--- src/rtl/regbank_pkg.sv ---
// Shared sizing defaults and helpers for the regbank write-port logic.
// Pure declarations: no latency, no flow control.
// Pulled in by rr_arbiter and regbank_wport_arbiter.
package regbank_pkg;

    localparam int NUMREGS_DEF   = 32;
    localparam int DATAWIDTH_DEF = 32;

    // Clamped to 1 so single-entry configurations still get a legal vector width.
    function automatic int addr_w(input int n);
        return (n > 1) ? $clog2(n) : 1;
    endfunction

    localparam int AW_DEF = addr_w(NUMREGS_DEF);

    typedef logic [AW_DEF-1:0] reg_addr_t;

endpackage

--- src/rtl/rr_arbiter.sv ---
// One-hot arbiter: round-robin from ptr, or lowest-index-wins with WPORT_FIXED_PRIO_EN.
// Latency: purely combinational, gnt follows req/ptr in the same cycle.
// Backpressure: at most one gnt bit set, none when req is empty.
module rr_arbiter
    import regbank_pkg::*;
#(
    parameter int N = 2,
    localparam int PW = addr_w(N)
) (
    input  logic [N-1:0]  req,
`ifndef WPORT_FIXED_PRIO_EN
    input  logic [PW-1:0] ptr,
`endif
    output logic [N-1:0]  gnt
);

`ifdef WPORT_FIXED_PRIO_EN
    // Isolate the lowest set bit.
    always_comb begin
        gnt = req & (~req + N'(1));
    end
`else
    int   j_idx;
    logic found;

    always_comb begin
        gnt   = '0;
        found = 1'b0;
        j_idx = 0;
        for (int i = 0; i < N; i++) begin
            j_idx = int'(ptr) + i;
            if (j_idx >= N) j_idx = j_idx - N;
            if (!found && req[j_idx]) begin
                gnt[j_idx] = 1'b1;
                found      = 1'b1;
            end
        end
    end
`endif

endmodule

--- src/rtl/regbank_wport_arbiter.sv ---
// Shares the regbank write port among NUMREQ writeback requesters and tracks pending writes.
// Latency: a transfer appears on we_o/waddr_o/wdata_o exactly one cycle later; 1 write/cycle.
// Backpressure: one-hot req_ready_o (RR, or fixed priority with WPORT_FIXED_PRIO_EN); 0 in reset.
module regbank_wport_arbiter
    import regbank_pkg::*;
#(
    parameter int NUMREQ    = 2,
    parameter int NUMREGS   = NUMREGS_DEF,
    parameter int DATAWIDTH = DATAWIDTH_DEF,
    localparam int AW = addr_w(NUMREGS)
) (
    input  logic                        clk_i,
    input  logic                        rst_i,
    input  logic [NUMREQ-1:0]           req_valid_i,
    output logic [NUMREQ-1:0]           req_ready_o,
    input  logic [NUMREQ*AW-1:0]        req_addr_i,
    input  logic [NUMREQ*DATAWIDTH-1:0] req_data_i,
    output logic                        we_o,
    output logic [AW-1:0]               waddr_o,
    output logic [DATAWIDTH-1:0]        wdata_o,
    input  logic                        pend_set_i,
    input  logic [AW-1:0]               pend_addr_i,
    output logic [NUMREGS-1:0]          busy_o
);

    logic [NUMREQ-1:0]    gnt;
    logic                 xfer;
    logic [AW-1:0]        sel_addr;
    logic [DATAWIDTH-1:0] sel_data;
    logic [NUMREGS-1:0]   busy_q;
    logic [NUMREGS-1:0]   busy_d;

`ifndef WPORT_FIXED_PRIO_EN
    localparam int PW = addr_w(NUMREQ);
    logic [PW-1:0] ptr_q;
    logic [PW-1:0] sel_idx;

    rr_arbiter #(.N(NUMREQ)) u_arb (
        .req (req_valid_i),
        .ptr (ptr_q),
        .gnt (gnt)
    );
`else
    rr_arbiter #(.N(NUMREQ)) u_arb (
        .req (req_valid_i),
        .gnt (gnt)
    );
`endif

    // Grants are masked during reset so in-flight requests are not consumed.
    assign req_ready_o = rst_i ? '0 : gnt;
    assign xfer        = |req_ready_o;

    always_comb begin
        sel_addr = '0;
        sel_data = '0;
`ifndef WPORT_FIXED_PRIO_EN
        sel_idx  = '0;
`endif
        for (int k = 0; k < NUMREQ; k++) begin
            if (gnt[k]) begin
                sel_addr = req_addr_i[k*AW +: AW];
                sel_data = req_data_i[k*DATAWIDTH +: DATAWIDTH];
`ifndef WPORT_FIXED_PRIO_EN
                sel_idx  = PW'(k);
`endif
            end
        end
    end

`ifndef WPORT_FIXED_PRIO_EN
    always_ff @(posedge clk_i) begin
        if (rst_i) begin
            ptr_q <= '0;
        end else if (xfer) begin
            ptr_q <= (sel_idx == PW'(NUMREQ - 1)) ? '0 : sel_idx + 1'b1;
        end
    end
`endif

    // Set is applied after clear so a re-issued destination stays outstanding.
    always_comb begin
        busy_d = busy_q;
        if (xfer)       busy_d[sel_addr]    = 1'b0;
        if (pend_set_i) busy_d[pend_addr_i] = 1'b1;
        busy_d[0] = 1'b0;
    end

    always_ff @(posedge clk_i) begin
        if (rst_i) begin
            we_o    <= 1'b0;
            waddr_o <= '0;
            wdata_o <= '0;
            busy_q  <= '0;
        end else begin
            busy_q <= busy_d;
            if (xfer) begin
                we_o    <= (sel_addr != '0);
                waddr_o <= sel_addr;
                wdata_o <= sel_data;
            end else begin
                we_o    <= 1'b0;
            end
        end
    end

    assign busy_o = busy_q;

endmodule

--- config.mk ---
export PLATFORM = sky130hd
export DESIGN_NAME = regbank_wport_arbiter
export DESIGN_NICKNAME = d
export VERILOG_FILES = /design/src/rtl/regbank_pkg.sv /design/src/rtl/rr_arbiter.sv /design/src/rtl/regbank_wport_arbiter.sv
export SDC_FILE = /design/constraint.sdc
export NUM_CORES = 1
export LEC_CHECK = 0
export BUFFER_PORTS_ARGS = -buffer_cell sky130_fd_sc_hd__buf_2
export CAP_MARGIN = 20
export CORE_ASPECT_RATIO = 1.2
export CORE_UTILIZATION = 48
export DETAILED_ROUTE_END_ITERATION = 6
export PLACE_DENSITY = 0.88
export SYNTH_ARGS = -nofsm -noshare
export SYNTH_HDL_FRONTEND = slang
export SYNTH_SLANG_ARGS = --single-unit
--- constraint.sdc ---
create_clock -name clk_i -period 2.22 [get_ports clk_i]
set_clock_uncertainty 0.1 [all_clocks]
set_input_delay 0.222 -clock clk_i [delete_from_list [all_inputs] [get_ports clk_i]]
set_output_delay 0.222 -clock clk_i [all_outputs]
set_load 0.01 [all_outputs]
# Word-level counts from Yosys, hierarchy flattened
# Cells that the tools add are included.
# Widths: inputs -> output; s select.
[word_totals]
reg_bits = 71
latch_bits = 0
mem_bits_ro = 0
ram_bits = 0
inputBits = 84
output_inout_bits = 72
word_cells = 62
memories = 0
[op_classes]
multipliers = 0
addsub = 4
n_bitwise = 5
n_reduce_logical = 9
magnitude_cmp = 10
shift = 0
n_eq_ne = 0
n_mux = 28
div = 0
[ops]
columns = ["op", "n"]
rows = [
  ["$mux 32", 6],
  ["$ge 32x1->1 const B", 2],
  ["$lt 32x3->1 const B", 2],
  ["$and 32x32->32", 1],
  ["$ge 32x3->1 const B", 1],
  ["$not 32->32", 1],
  ["$or 32x32->32", 1],
  ["$sub 32x3->32 const B", 1],
  ["$mux 1", 13],
  ["$lt 5x6->1 const B", 2],
  ["$demux 1 s5", 2],
  ["$ge 5x1->1 const B", 2],
  ["$mux 5", 2],
  ["$mux 2", 3],
  ["$logic_and 1x1->1", 5],
  ["$reduce_bool 5->1", 1],
  ["$reduce_or 2->1", 2],
  ["$sub 1x2->3 const B", 1],
  ["$add 1x1->2 const B", 1],
  ["$demux 1 s1", 2],
  ["$ge 1x2->1 const B", 1],
  ["$or 2x2->2", 1],
  ["$add 1x1->1 const B", 1],
  ["$logic_not 1->1", 1],
  ["$not 1->1", 1],
]

# Logic depth before layout (Yosys ltp)
[logic_depth]
word_depth = 20
ltp_mapped = 7
depth_no_buf = 4

# Hierarchy
# Synthesis repeated with hierarchy kept, for this count alone.
[unflattened]
hier_cells = 369
hier_area_um2 = 3268.1
[modules_own_cells]
columns = ["module", "seq_area_each_um2", "cells_each", "n_inst", "area_each_um2"]
rows = [
  ["regbank_wport_arbiter", 1401.3, 366, 1, 3249.4],
  ["rr_arbiter", 0.0, 3, 1, 18.8],
]

# Worst setup path after synthesis
# Ideal clock, no wire load.
[synth_timing]
kind = "register -> register"
from = "register ptr_q"
to = "register busy_q[18] (netlist: busy_o[18])"
path_buffers = 3
required_time_ps = 1978
arrival_ps = 1473
path_stages_with_launch = 8
synth_period_minus_slack_ps = 1714
setup_slack_ps = 506
setup_ps = 142
cell_sequence = "dfxtp_1 > buf_6 > nand2b_4 > buf_6 > a32o_2 > buf_4 > nor4_1 > a211oi_1"
[synth_between]
elab_chain_cells = 20
elab_cells_between_ends = 43
classes_between = "add/sub (3); order compare (8); mux (22); bitwise (4); reduce/logical (6)"
[synth_rtl]
columns = ["item", "line", "rtl"]
rows = [
  ["from (decl)", "regbank_wport_arbiter.sv:35", "logic [PW-1:0] ptr_q;"],
  ["from (signal assigned)", "regbank_wport_arbiter.sv:76", "ptr_q <= (sel_idx == PW'(NUMREQ - 1)) ? '0 : sel_idx + 1'b1;"],
  ["$add 1x1->2 (tied with other cells)", "rr_arbiter.sv:31", "j_idx = int'(ptr) + i;"],
  ["$sub 32x3->32 (tied with other cells)", "rr_arbiter.sv:32", "if (j_idx >= N) j_idx = j_idx - N;"],
  ["$mux 32 (tied with other cells)", "rr_arbiter.sv:32", ""],
  ["$ge 32x1->1 (implied by the code) (tied with other cells)", "rr_arbiter.sv:34", "gnt[j_idx] = 1'b1;"],
  ["$logic_and 1x1->1 (implied by the code) (tied with other cells)", "rr_arbiter.sv:34", ""],
  ["$mux 1 (implied by the code) (tied with other cells)", "rr_arbiter.sv:34", ""],
  ["$demux 1 s1 (tied with other cells)", "-", ""],
  ["$or 2x2->2 (no source line) or $logic_and 1x1->1 (tied branches)", "-", ""],
  ["(+4 left out)", "-", ""],
  ["$logic_and 1x1->1 (implied by the code)", "regbank_wport_arbiter.sv:84", "if (xfer) busy_d[sel_addr] = 1'b0;"],
  ["$mux 1 (implied by the code)", "regbank_wport_arbiter.sv:84", ""],
  ["$demux 1 s5", "regbank_wport_arbiter.sv:84", ""],
  ["$not 32->32 (no source line)", "-", ""],
  ["$and 32x32->32 (no source line)", "-", ""],
  ["$mux 32 (*)", "regbank_wport_arbiter.sv:84", ""],
  ["$or 32x32->32 (no source line)", "-", ""],
  ["$mux 32 (*)", "regbank_wport_arbiter.sv:85", "if (pend_set_i) busy_d[pend_addr_i] = 1'b1;"],
  ["to (signal assigned)", "regbank_wport_arbiter.sv:96", "busy_q <= busy_d;"],
  ["to (decl)", "regbank_wport_arbiter.sv:30", "logic [NUMREGS-1:0] busy_q;"],
]
# Mark *: on every way between the ends. The rest lies on a longest branch, timed or not. The select of a mux whose other input is x is not followed.
# A chain may end at the register's enable or synchronous reset.

# Worst setup path after layout
[layout_timing]
from = "register ptr_q"
to = "register busy_q[14] (netlist: busy_o[14])"
# The elaborated chain is that of the path after synthesis.

==> metrics <==
status finished clean; cts repair resizes 0; GR Layer Usage met1 34.6%; H-tree depth 3; antenna violations before repair 0; First-pass DRT Iterations 5; Final #Nets 665; total vias in the final route 4076; die area 7880 µm²; Power Total 3.27 mW; worst hold path startpoint req_data_i[17]; num rows 34; buffer count from post-CTS setup fixing 0; total track usage 28.0%; crit share post-route 86.7%; Antenna Diode Count 0; RR Endpoint busy_o[14]$_SDFF_PP0_; Worst Hold Depth 2; synth top area cells dfxtp_1 39%, nor2_1 11%, o221a_2 10%; fmax 520 MHz; Top FF cell, synth dfxtp_1; internal reg-to-reg setup slack 0.30 ns; Chip Width 81.2 µm; Setup Crit Path Kind reg -> reg; RSZ-0062 raised after global routing no; post-synthesis register bit count 70; Final setup viols 0; end of the worst hold path wdata_o[17]$_SDFFE_PP0N_; Slew Limit Fails 0; share of cells above drive strength 1 38.6%; Die Span Y 97.1 µm; CTS Buffer Depth 2; CP Max Fanout 11; fin area 4630 µm²; reg2reg path depth 4; I/O pin count 156; Worst-path clk slew 0.08 ns; IO buf count 154; ys async rst share 0%; vias per cell 6.03; Post-synth EDFFs 0; Post-DRT Antenna Nets 0; Routed WL 11200 µm; met3 Use GR 5.35%; placed inst area 4380 µm²; Static Leak 2.09 nW; first-pass GRT wire length 17400 µm; # DRC 0; P&R area growth vs syn 28.1%; post-DP HPWL 7760 µm; worst path arrival time 2.02 ns; TNS Setup 0 ns; Wirelength per Cell 16.5 µm; total global routing overflow 0; Worst setup SP type register; Initial Util 49.7%; Netlist cell types 30; sequential fraction of the synthesis area 38.8%; Final Wtd Congestion 0.948; most common cell after layout, fill and taps aside buf_2; reg2reg start ptr_q$_SDFFE_PP0N_; M2 GR Usage 46.5%; WP data required 2.32 ns; Syn Inst Count 445; vias in the first global route 3712; pin count of the biggest net entering global routing 52; Avg Cell Area, Syn 8.12 µm²; final-report hold violation count 0; CTS tree built; commonest non-fill, non-tap cells in the layout 153 x buf_2, 102 x nor2_1, 70 x dfxtp_1, 37 x a21oi_1; # clock sinks 70; # hold bufs at CTS 0; Worst setup EP type register; fin crit period 1.92 ns; VDD IR max 0.360 mV; Yosys top cell area share 38.8%; Relative slew margins 52.9%; core area 7270 µm²; pwr/cell area 705 nW/µm²; worst hold path type in -> reg; DR iter-0 viols 219; syn_nets 529; CTS root buffer clkbuf_8; Max-Cap Viols 0; Warnings, synthesis 0; Worst-Skew Late Latency 0.34 ns; hold slack 0.0472 ns; Synth area leader dfxtp_1; Worst Max-Slew Pin Slew 0.703 ns; GR peak layer met2; Netlist Area Pre-Place 3610 µm²; CTS Buf Count 9
-- routing by layer --
layer,routed length (µm),vias up
li1,-,1920
met1,4480,1886
met2,5430,252
met3,1070,18
met4,188,0
met5,0,-
-- layout make-up --
type                            count  area, µm²
Inverter                           32        120
Sequential cell                    70       1400
Tap cell                           90        113
Fill cell                         621       2650
Clock inverter                      5        106
Timing Repair Buffer              165        868
Clock buffer                       11        141
Multi-Input combinational cell    303       1880
-- metrics by stage --
| step | setup WS [ns] | utilization, % | std cells |
|---|---|---|---|
| finish | 0.296 | 63.6 | 676 |
| floorplan | 0.506 | - | 445 |
| global placement | 0.382 | 60.2 | 660 |
| CTS | 0.300 | 63.6 | 676 |
| detailed placement | 0.304 | 60.2 | 660 |
| global route | 0.177 | 63.6 | 676 |
-- state kept, by name (all words and copies together), names as in the netlist --
register  count
we_o          1
waddr_o       5
wdata_o      32
ptr_q         1
busy_o       31
-- cells in the mapped netlist, drive strengths merged (6+ instances only) --
master	count
nor4	31
buf	23
a32oi	6
o221a	32
dfxtp	70
nand2	8
clkbuf	17
nor2	102
a31oi	32
a21oi	37
inv	32
a211oi	31
-- cells by family (layout without fill, tap and decap cells) --
family                 Yosys count  after routing  share of synthesized area (%)
AND/OR/NAND/NOR                157            157                           20.3
flip-flops                      70             70                           38.8
buffers and inverters           72            213                           9.24
other                            1              1                          0.104
AO/OA/AOI/OAI                  145            145                           31.6
-- critical path, cell delays in order (launching register included) --
cell and delay [ns]:
dfxtp_1 0.46, nand2b_4 0.26, a32oi_1 0.21, nor3_2 0.58, a211oi_1 0.16
-- where the power goes --
| part | switching [mW] | total, mW | internal, mW |
|---|---|---|---|
| clock network | 0.500 | 1.28 | 0.780 |
| registers | 0.0354 | 1.36 | 1.32 |
| logic | 0.369 | 0.628 | 0.258 |
-- worst max-delay path by stage --
stage | startpoint | endpoint | slack [ns] | cells after the start
finish | ptr_q$_SDFFE_PP0N_ | busy_o[14]$_SDFF_PP0_ | 0.30 | 4
global route | ptr_q$_SDFFE_PP0N_ | busy_o[27]$_SDFF_PP0_ | 0.18 | 4
CTS | ptr_q$_SDFFE_PP0N_ | busy_o[14]$_SDFF_PP0_ | 0.30 | 4
detailed placement | req_valid_i[1] | busy_o[14]$_SDFF_PP0_ | 0.30 | 5
global placement | req_valid_i[1] | busy_o[30]$_SDFF_PP0_ | 0.38 | 5
floorplan | ptr_q$_SDFFE_PP0N_ | busy_o[18]$_SDFF_PP0_ | 0.51 | 7
No activity file was read; power rests on OpenSTA's default activity.
